### src/rtl/spi_tx_sequencer_if.sv
// Handshake bundle between the SPI TX sequencer, its source FIFO and the word shifter.
// master = sequencer side, slave = FIFO/shifter/register side.
interface spi_tx_sequencer_if #(
    parameter int DATA_WIDTH = 16,
    parameter int REG_WIDTH  = 16
);
    logic                  start_i;
    logic [REG_WIDTH-1:0]  burst_len_i;
    logic                  fifo_empty_i;
    logic                  fifo_req_o;
    logic                  fifo_resp_i;
    logic [DATA_WIDTH-1:0] fifo_data_i;
    logic                  fifo_ack_o;
    logic                  shift_start_o;
    logic [DATA_WIDTH-1:0] shift_data_o;
    logic                  shift_done_i;
    logic                  cs_n_o;
    logic                  busy_o;
    logic                  done_o;
    logic [REG_WIDTH-1:0]  word_count_o;

    modport master (
        input  start_i, burst_len_i, fifo_empty_i, fifo_resp_i, fifo_data_i, shift_done_i,
        output fifo_req_o, fifo_ack_o, shift_start_o, shift_data_o, cs_n_o, busy_o, done_o,
               word_count_o
    );

    modport slave (
        output start_i, burst_len_i, fifo_empty_i, fifo_resp_i, fifo_data_i, shift_done_i,
        input  fifo_req_o, fifo_ack_o, shift_start_o, shift_data_o, cs_n_o, busy_o, done_o,
               word_count_o
    );
endinterface

### src/rtl/spi_tx_sequencer.sv
// SPI TX burst sequencer: pulls words from a FIFO and hands them one at a time to a shifter.
// Optional interrupt output is enabled with macro SPI_TX_SEQ_IRQ_EN.
module spi_tx_sequencer #(
    parameter int DATA_WIDTH = 16,
    parameter int REG_WIDTH  = 16,
    parameter int CS_SETUP   = 2
) (
    input  logic clk_i,
    input  logic arst_n_i,
    input  logic soft_rst_i,
`ifdef SPI_TX_SEQ_IRQ_EN
    input  logic irq_clr_i,
    output logic irq_o,
`endif
    spi_tx_sequencer_if.master bus
);

    typedef enum logic [2:0] {
        IDLE      = 3'd0,
        SETUP     = 3'd1,
        FETCH     = 3'd2,
        WAIT_RESP = 3'd3,
        SHIFT     = 3'd4,
        WAIT_DONE = 3'd5,
        FINISH    = 3'd6
    } state_t;

    state_t                state;
    state_t                state_nxt;
    logic [REG_WIDTH-1:0]  burst_len;
    logic [REG_WIDTH-1:0]  word_count;
    logic [REG_WIDTH-1:0]  count_inc;
    logic [7:0]            setup_cnt;
    logic                  stall;
    logic                  stall_set;
    logic                  launch;
    logic [DATA_WIDTH-1:0] shift_data;
    logic                  fifo_ack;
    logic                  fifo_req;
    logic                  shift_start;
    logic                  done;
    logic                  busy;
    logic                  cs_n;

    assign count_inc = word_count + 1'b1;
    assign launch    = bus.start_i && !bus.fifo_empty_i;
    // A bounded burst that outruns the FIFO parks in WAIT_DONE with chip select held.
    assign stall_set = (burst_len != '0) && (count_inc != burst_len) && bus.fifo_empty_i;

    always_ff @(posedge clk_i or negedge arst_n_i) begin
        if (!arst_n_i) begin
            state <= IDLE;
        end else if (soft_rst_i) begin
            state <= IDLE;
        end else begin
            state <= state_nxt;
        end
    end

    always_comb begin
        state_nxt   = state;
        fifo_req    = 1'b0;
        shift_start = 1'b0;
        done        = 1'b0;
        busy        = 1'b1;
        cs_n        = 1'b0;
        case (state)
            IDLE: begin
                busy = 1'b0;
                cs_n = 1'b1;
                if (launch) state_nxt = SETUP;
            end
            SETUP: begin
                if (setup_cnt <= 8'd1) state_nxt = FETCH;
            end
            FETCH: begin
                fifo_req  = 1'b1;
                state_nxt = WAIT_RESP;
            end
            WAIT_RESP: begin
                if (bus.fifo_resp_i) state_nxt = SHIFT;
            end
            SHIFT: begin
                shift_start = 1'b1;
                state_nxt   = WAIT_DONE;
            end
            WAIT_DONE: begin
                if (bus.shift_done_i) begin
                    if ((burst_len != '0) && (count_inc == burst_len)) state_nxt = FINISH;
                    else if (bus.fifo_empty_i) state_nxt = (burst_len == '0) ? FINISH : WAIT_DONE;
                    else state_nxt = FETCH;
                end else if (stall && !bus.fifo_empty_i) begin
                    state_nxt = FETCH;
                end
            end
            FINISH: begin
                done      = 1'b1;
                cs_n      = 1'b1;
                state_nxt = IDLE;
            end
            default: begin
                cs_n      = 1'b1;
                state_nxt = IDLE;
            end
        endcase
    end

    always_ff @(posedge clk_i or negedge arst_n_i) begin
        if (!arst_n_i) begin
            burst_len  <= '0;
            word_count <= '0;
            setup_cnt  <= '0;
            stall      <= 1'b0;
            shift_data <= '0;
            fifo_ack   <= 1'b0;
        end else if (soft_rst_i) begin
            // Soft reset also suppresses a pending ack; the FIFO clears its own handshake.
            burst_len  <= '0;
            word_count <= '0;
            setup_cnt  <= '0;
            stall      <= 1'b0;
            shift_data <= '0;
            fifo_ack   <= 1'b0;
        end else begin
            fifo_ack <= 1'b0;
            case (state)
                IDLE: begin
                    if (launch) begin
                        burst_len  <= bus.burst_len_i;
                        word_count <= '0;
                        setup_cnt  <= 8'(CS_SETUP);
                        stall      <= 1'b0;
                    end
                end
                SETUP: begin
                    if (setup_cnt != 8'd0) setup_cnt <= setup_cnt - 8'd1;
                end
                WAIT_RESP: begin
                    if (bus.fifo_resp_i) begin
                        shift_data <= bus.fifo_data_i;
                        fifo_ack   <= 1'b1;
                    end
                end
                WAIT_DONE: begin
                    if (bus.shift_done_i) begin
                        word_count <= count_inc;
                        stall      <= stall_set;
                    end else if (stall && !bus.fifo_empty_i) begin
                        stall <= 1'b0;
                    end
                end
                default: ;
            endcase
        end
    end

    assign bus.fifo_req_o    = fifo_req;
    assign bus.fifo_ack_o    = fifo_ack;
    assign bus.shift_start_o = shift_start;
    assign bus.shift_data_o  = shift_data;
    assign bus.cs_n_o        = cs_n;
    assign bus.busy_o        = busy;
    assign bus.done_o        = done;
    assign bus.word_count_o  = word_count;

`ifdef SPI_TX_SEQ_IRQ_EN
    logic irq;

    // Clear has priority over a same-cycle completion.
    always_ff @(posedge clk_i or negedge arst_n_i) begin
        if (!arst_n_i) begin
            irq <= 1'b0;
        end else if (soft_rst_i || irq_clr_i) begin
            irq <= 1'b0;
        end else if (done) begin
            irq <= 1'b1;
        end
    end

    assign irq_o = irq;
`endif

endmodule

### src/flat_wrapper.sv
// flat-port wrapper written by rule: the top's interface ports become plain ports
module spi_tx_sequencer_flat 
#(
    parameter int DATA_WIDTH = 16,
    parameter int REG_WIDTH  = 16,
    parameter int CS_SETUP   = 2
)
  (clk_i, arst_n_i, soft_rst_i, bus_start_i, bus_burst_len_i, bus_fifo_empty_i, bus_fifo_resp_i, bus_fifo_data_i, bus_shift_done_i, bus_fifo_req_o, bus_fifo_ack_o, bus_shift_start_o, bus_shift_data_o, bus_cs_n_o, bus_busy_o, bus_done_o, bus_word_count_o);
  spi_tx_sequencer_if #(.DATA_WIDTH(DATA_WIDTH), .REG_WIDTH(REG_WIDTH)) bus_i ();
  input  logic clk_i;
  input  logic arst_n_i;
  input  logic soft_rst_i;
  input wire logic [$bits(bus_i.start_i)-1:0] bus_start_i;
  input wire logic [$bits(bus_i.burst_len_i)-1:0] bus_burst_len_i;
  input wire logic [$bits(bus_i.fifo_empty_i)-1:0] bus_fifo_empty_i;
  input wire logic [$bits(bus_i.fifo_resp_i)-1:0] bus_fifo_resp_i;
  input wire logic [$bits(bus_i.fifo_data_i)-1:0] bus_fifo_data_i;
  input wire logic [$bits(bus_i.shift_done_i)-1:0] bus_shift_done_i;
  output wire logic [$bits(bus_i.fifo_req_o)-1:0] bus_fifo_req_o;
  output wire logic [$bits(bus_i.fifo_ack_o)-1:0] bus_fifo_ack_o;
  output wire logic [$bits(bus_i.shift_start_o)-1:0] bus_shift_start_o;
  output wire logic [$bits(bus_i.shift_data_o)-1:0] bus_shift_data_o;
  output wire logic [$bits(bus_i.cs_n_o)-1:0] bus_cs_n_o;
  output wire logic [$bits(bus_i.busy_o)-1:0] bus_busy_o;
  output wire logic [$bits(bus_i.done_o)-1:0] bus_done_o;
  output wire logic [$bits(bus_i.word_count_o)-1:0] bus_word_count_o;
  assign bus_i.start_i = bus_start_i;
  assign bus_i.burst_len_i = bus_burst_len_i;
  assign bus_i.fifo_empty_i = bus_fifo_empty_i;
  assign bus_i.fifo_resp_i = bus_fifo_resp_i;
  assign bus_i.fifo_data_i = bus_fifo_data_i;
  assign bus_i.shift_done_i = bus_shift_done_i;
  assign bus_fifo_req_o = bus_i.fifo_req_o;
  assign bus_fifo_ack_o = bus_i.fifo_ack_o;
  assign bus_shift_start_o = bus_i.shift_start_o;
  assign bus_shift_data_o = bus_i.shift_data_o;
  assign bus_cs_n_o = bus_i.cs_n_o;
  assign bus_busy_o = bus_i.busy_o;
  assign bus_done_o = bus_i.done_o;
  assign bus_word_count_o = bus_i.word_count_o;
  spi_tx_sequencer #(.DATA_WIDTH(DATA_WIDTH), .REG_WIDTH(REG_WIDTH), .CS_SETUP(CS_SETUP)) u_core (.clk_i(clk_i), .arst_n_i(arst_n_i), .soft_rst_i(soft_rst_i), .bus(bus_i));
endmodule
### config.mk
export PLATFORM = sky130hd
export DESIGN_NAME = spi_tx_sequencer_flat
export DESIGN_NICKNAME = d
export VERILOG_FILES = /design/src/rtl/spi_tx_sequencer_if.sv /design/src/rtl/spi_tx_sequencer.sv /design/src/flat_wrapper.sv
export SDC_FILE = /design/constraint.sdc
export NUM_CORES = 1
export LEC_CHECK = 0
export ABC_AREA = 1
export CORE_UTILIZATION = 51
export CTS_BUF_LIST = sky130_fd_sc_hd__clkbuf_16
export CTS_CLUSTER_SIZE = 14
export DETAILED_ROUTE_END_ITERATION = 8
export PLACE_DENSITY = 0.9
export RECOVER_POWER = 50
export SLEW_MARGIN = 30
export SYNTH_ARGS = -nofsm -noshare
export SYNTH_HDL_FRONTEND = slang
export SYNTH_SLANG_ARGS = --single-unit
### constraint.sdc
create_clock -name clk_i -period 2.7 [get_ports clk_i]
set_clock_uncertainty 0.2 [all_clocks]
set_input_delay 0.54 -clock clk_i [delete_from_list [all_inputs] [get_ports clk_i]]
set_output_delay 0.54 -clock clk_i [all_outputs]
set_load 0.02 [all_outputs]
==> impl_results.md <==
- WS Path Type: flop to output port
- First-pass GRT wire length: 16070 um
- Min-delay worst type: flop to flop
- H-tree depth: 3
- Setup TNS: 0 ps
- Status: complete, but fails checks
- CP delay by family, top: buffers and inverters
- Leakage power: around 2.2 nW
- Global-route usage over all layers: between 20 and 30%
- Post-layout nets: 600
- Post-cts repair resize count: 0
- Achievable Freq: 392.9 MHz
- Final Setup Violations: 0
- Grt total ovfl: 0
- Clock latency on the worst-skew pair: roughly 330 ps
- Hold Fails Final Rpt: 0
- First-pass iteration count of the detailed router: 9
- Area of the multi-input gates: between 1500 and 2000 um2
- Share of the synthesized area in the top cell type: 43.74%
- Slew margin rel.: -0.2043%
- CP Launch Type: flop
- Worst slack, placed: between 90 and 100 ps
- Top cells by area, synth: dfrtp_1 44%, nand2_1 15%, nand3_1 11%
- Post-synthesis average cell area: 7.362 um2
- Setup ws final: approximately 160 ps
- Synth warn: 0
- Drt wl/cell: ~15 um
- Initial cell density of the core: 53.73%
- Tmin final: 2545 ps
- Crit path capture type: output port
- TritonCTS Sinks: about 60
- Worst Path Buf+Inv: 2
- GP Congestion: ~0.94
- Post-Syn Instances: 474
- Arr. time, crit path: 1800 ps
- Max Buffers Root-to-Sink: 2
- Initial DRC Count: between 200 and 300
- Tot Pwr: ~3.7 mW
- Antenna diode count: 0
- Die H: between 80 and 90 um
- Clk root buf: clkbuf_16
- # hold bufs at CTS: 0
- Detail Route Antenna Nets: 0
- Cell taking the most area after synthesis: dfrtp_1
- Fin cells: 640
- Clock transition at path regs: around 50 ps
- Vias in the first global route: approximately 3500
- I/O pin count: 77
- P per Cell Area: ~800 nW/um2
- Peak VDD IR: ~640 uV
- Hold slack: 278.7 ps
- Syn_nets: slightly above 500
- Hpwl dp: 6507 um
- Largest net degree at the start of global routing: 62
- DP Area: approximately 4300 um2
- Final worst-path cycle share: a little over nine tenths
- CTS tree: yes
- CP cell instances: inv_1 -> nor3_1 -> clkdlybuf4s50_1
- Pins Over Slew Limit: 61
- I/O Buffers: 76
- CP max FO: 6
- Core area: about 6500 um2
- Vias post-DR: 3664
- Final instance area: ~4600 um2
- Area grow syn2layout: 32.31%
- Final Util: between 70% and 80%
- Fill cells: 497
- Initial antenna violation count: 0
- Sequential fraction of the synthesis area: a little over two fifths
- Slowest cell on crit path: clkdlybuf4s50_1
- Violated checks: design-rule violations, max-capacitance violations, max-slew violations
- WP data required: 1960 ps
- Rows: 29
- Die Area: slightly above 7000 um2
- CP peak stage delay: 660 ps
- Register area: 1526 um2
- Routed WL: ~9400 um
- Fraction of layout cells with a size suffix above 1: a little under a tenth
- Worst-Margin Slew: between 1500 and 2000 ps
- Drc violations: 3
- Mapped cell area: between 3000 and 4000 um2
- Vias per inst: approximately 5.7
- Netlist cell types: 30
- Setup Buffers After CTS: 0
- FF+latch count, synth: 61
- Chip Width: 84.72 um
- Max_cap viols: 1
- RSZ-0062 raised after global routing: no
- Placed cells: approximately 620
- Total CTS buffers: 9
[worst reg2reg max path, delay by kind of cell (launching register included)]
family | cells | cell delay, ps
adders and majority gates | 1 | 240
DFF | 1 | 470
and+or+nand+nor | 13 | 1400
[power breakdown]
group	internal, mW	total [mW]	switching, mW
Sequential	1.09	1.25	0.153
Combinational	0.510	1.37	0.856
Clock	0.623	1.07	0.448
[logic make-up (layout without fill, tap and decap cells)]
family / after synthesis / in the layout / synth area share (%)
adder cells (fa/ha/maj): 3 / 3 / 1.076
flip-flops: 61 / 61 / 43.74
buffers and inverters: 67 / 156 / 7.637
XOR/XNOR: 4 / 4 / 1.398
AND/OR/NAND/NOR: 286 / 286 / 38.01
AO/OA/AOI/OAI: 53 / 53 / 8.139
[per-layer routing]
| layer | part of all wire (%) | vias to the layer above | track usage [%] |
|---|---|---|---|
| met5 | 0 | - | 0 |
| met4 | 3.1 | 0 | 13.10 |
| met3 | 8.1 | 39 | 5.703 |
| met2 | 48 | 185 | 46.12 |
| met1 | 41 | 1710 | 36.63 |
| li1 | - | 1730 | - |
[flip-flops by register name, summed over array words and instances, names as in the netlist]
register                 cells
u_core.burst_len            16
u_core.bus.shift_data_o     16
u_core.bus.word_count_o     16
u_core.setup_cnt             8
u_core.state                 3
u_core.bus.fifo_ack_o        1
u_core.stall                 1
[cell usage after synthesis]
| master | count |
|---|---|
| xnor3_1 | 1 |
| a31oi_1 | 3 |
| nor2_1 | 26 |
| buf_1 | 2 |
| nor3_1 | 5 |
| nor2_2 | 9 |
| nand4_1 | 11 |
| clkbuf_1 | 4 |
| inv_1 | 50 |
| buf_6 | 1 |
| o22ai_1 | 12 |
| buf_2 | 3 |
| nand3_1 | 80 |
| o21ai_1 | 5 |
| or2_2 | 1 |
| nor4_1 | 1 |
| nand2_1 | 137 |
| a21oi_1 | 8 |
| nor4b_1 | 1 |
| nand2_4 | 1 |
| buf_4 | 1 |
| nor2_4 | 5 |
| xor2_1 | 3 |
| ha_1 | 3 |
| inv_2 | 6 |
| dfrtp_1 | 61 |
| o21ai_0 | 25 |
| nor3_2 | 2 |
| nand3_2 | 3 |
| nand2_2 | 4 |
[final cells by class]
cell class	count	share of cell area, %
inverter	56	4.553
clock inverter	7	1.111
sequential	61	33.06
multi-input combinational	346	36.69
timing repair buffer	84	17.62
tap	77	2.087
clock buffer	9	4.878
[layout by cell type (no fill, tap or decap), types with 4 or more instances in the layout]
cell type	Yosys	layout
a21oi_1	8	8
nor2_1	26	27
nand2_2	4	4
clkdlybuf4s50_1	0	72
o21ai_1	5	5
inv_2	6	5
clkbuf_16	0	9
nor3_1	5	5
dfrtp_1	61	61
nand2_1	137	137
inv_1	50	51
nand4_1	11	11
o21ai_0	25	25
nor2_2	9	8
nor2_4	5	5
o22ai_1	12	12
nand3_1	80	80
buf_4	1	7
[path summary, 6_finish.rpt]
check | to | slack (ps) | start | depth (start not counted)
max | bus_fifo_req_o | 160 | u_core.state[1] | 3
min | u_core.setup_cnt[4] | 280 | u_core.setup_cnt[4] | 1
max reg2reg | u_core.state[0] | 270 | u_core.bus.word_count_o[0] | 14
min reg2reg | u_core.setup_cnt[4] | 280 | u_core.setup_cnt[4] | 1
max in group asynchronous | u_core.setup_cnt[6] | 930 | arst_n_i | 2
min in group asynchronous | u_core.bus.word_count_o[10] | 460 | arst_n_i | 2
Note: power is estimated with default switching activity, not from simulation.
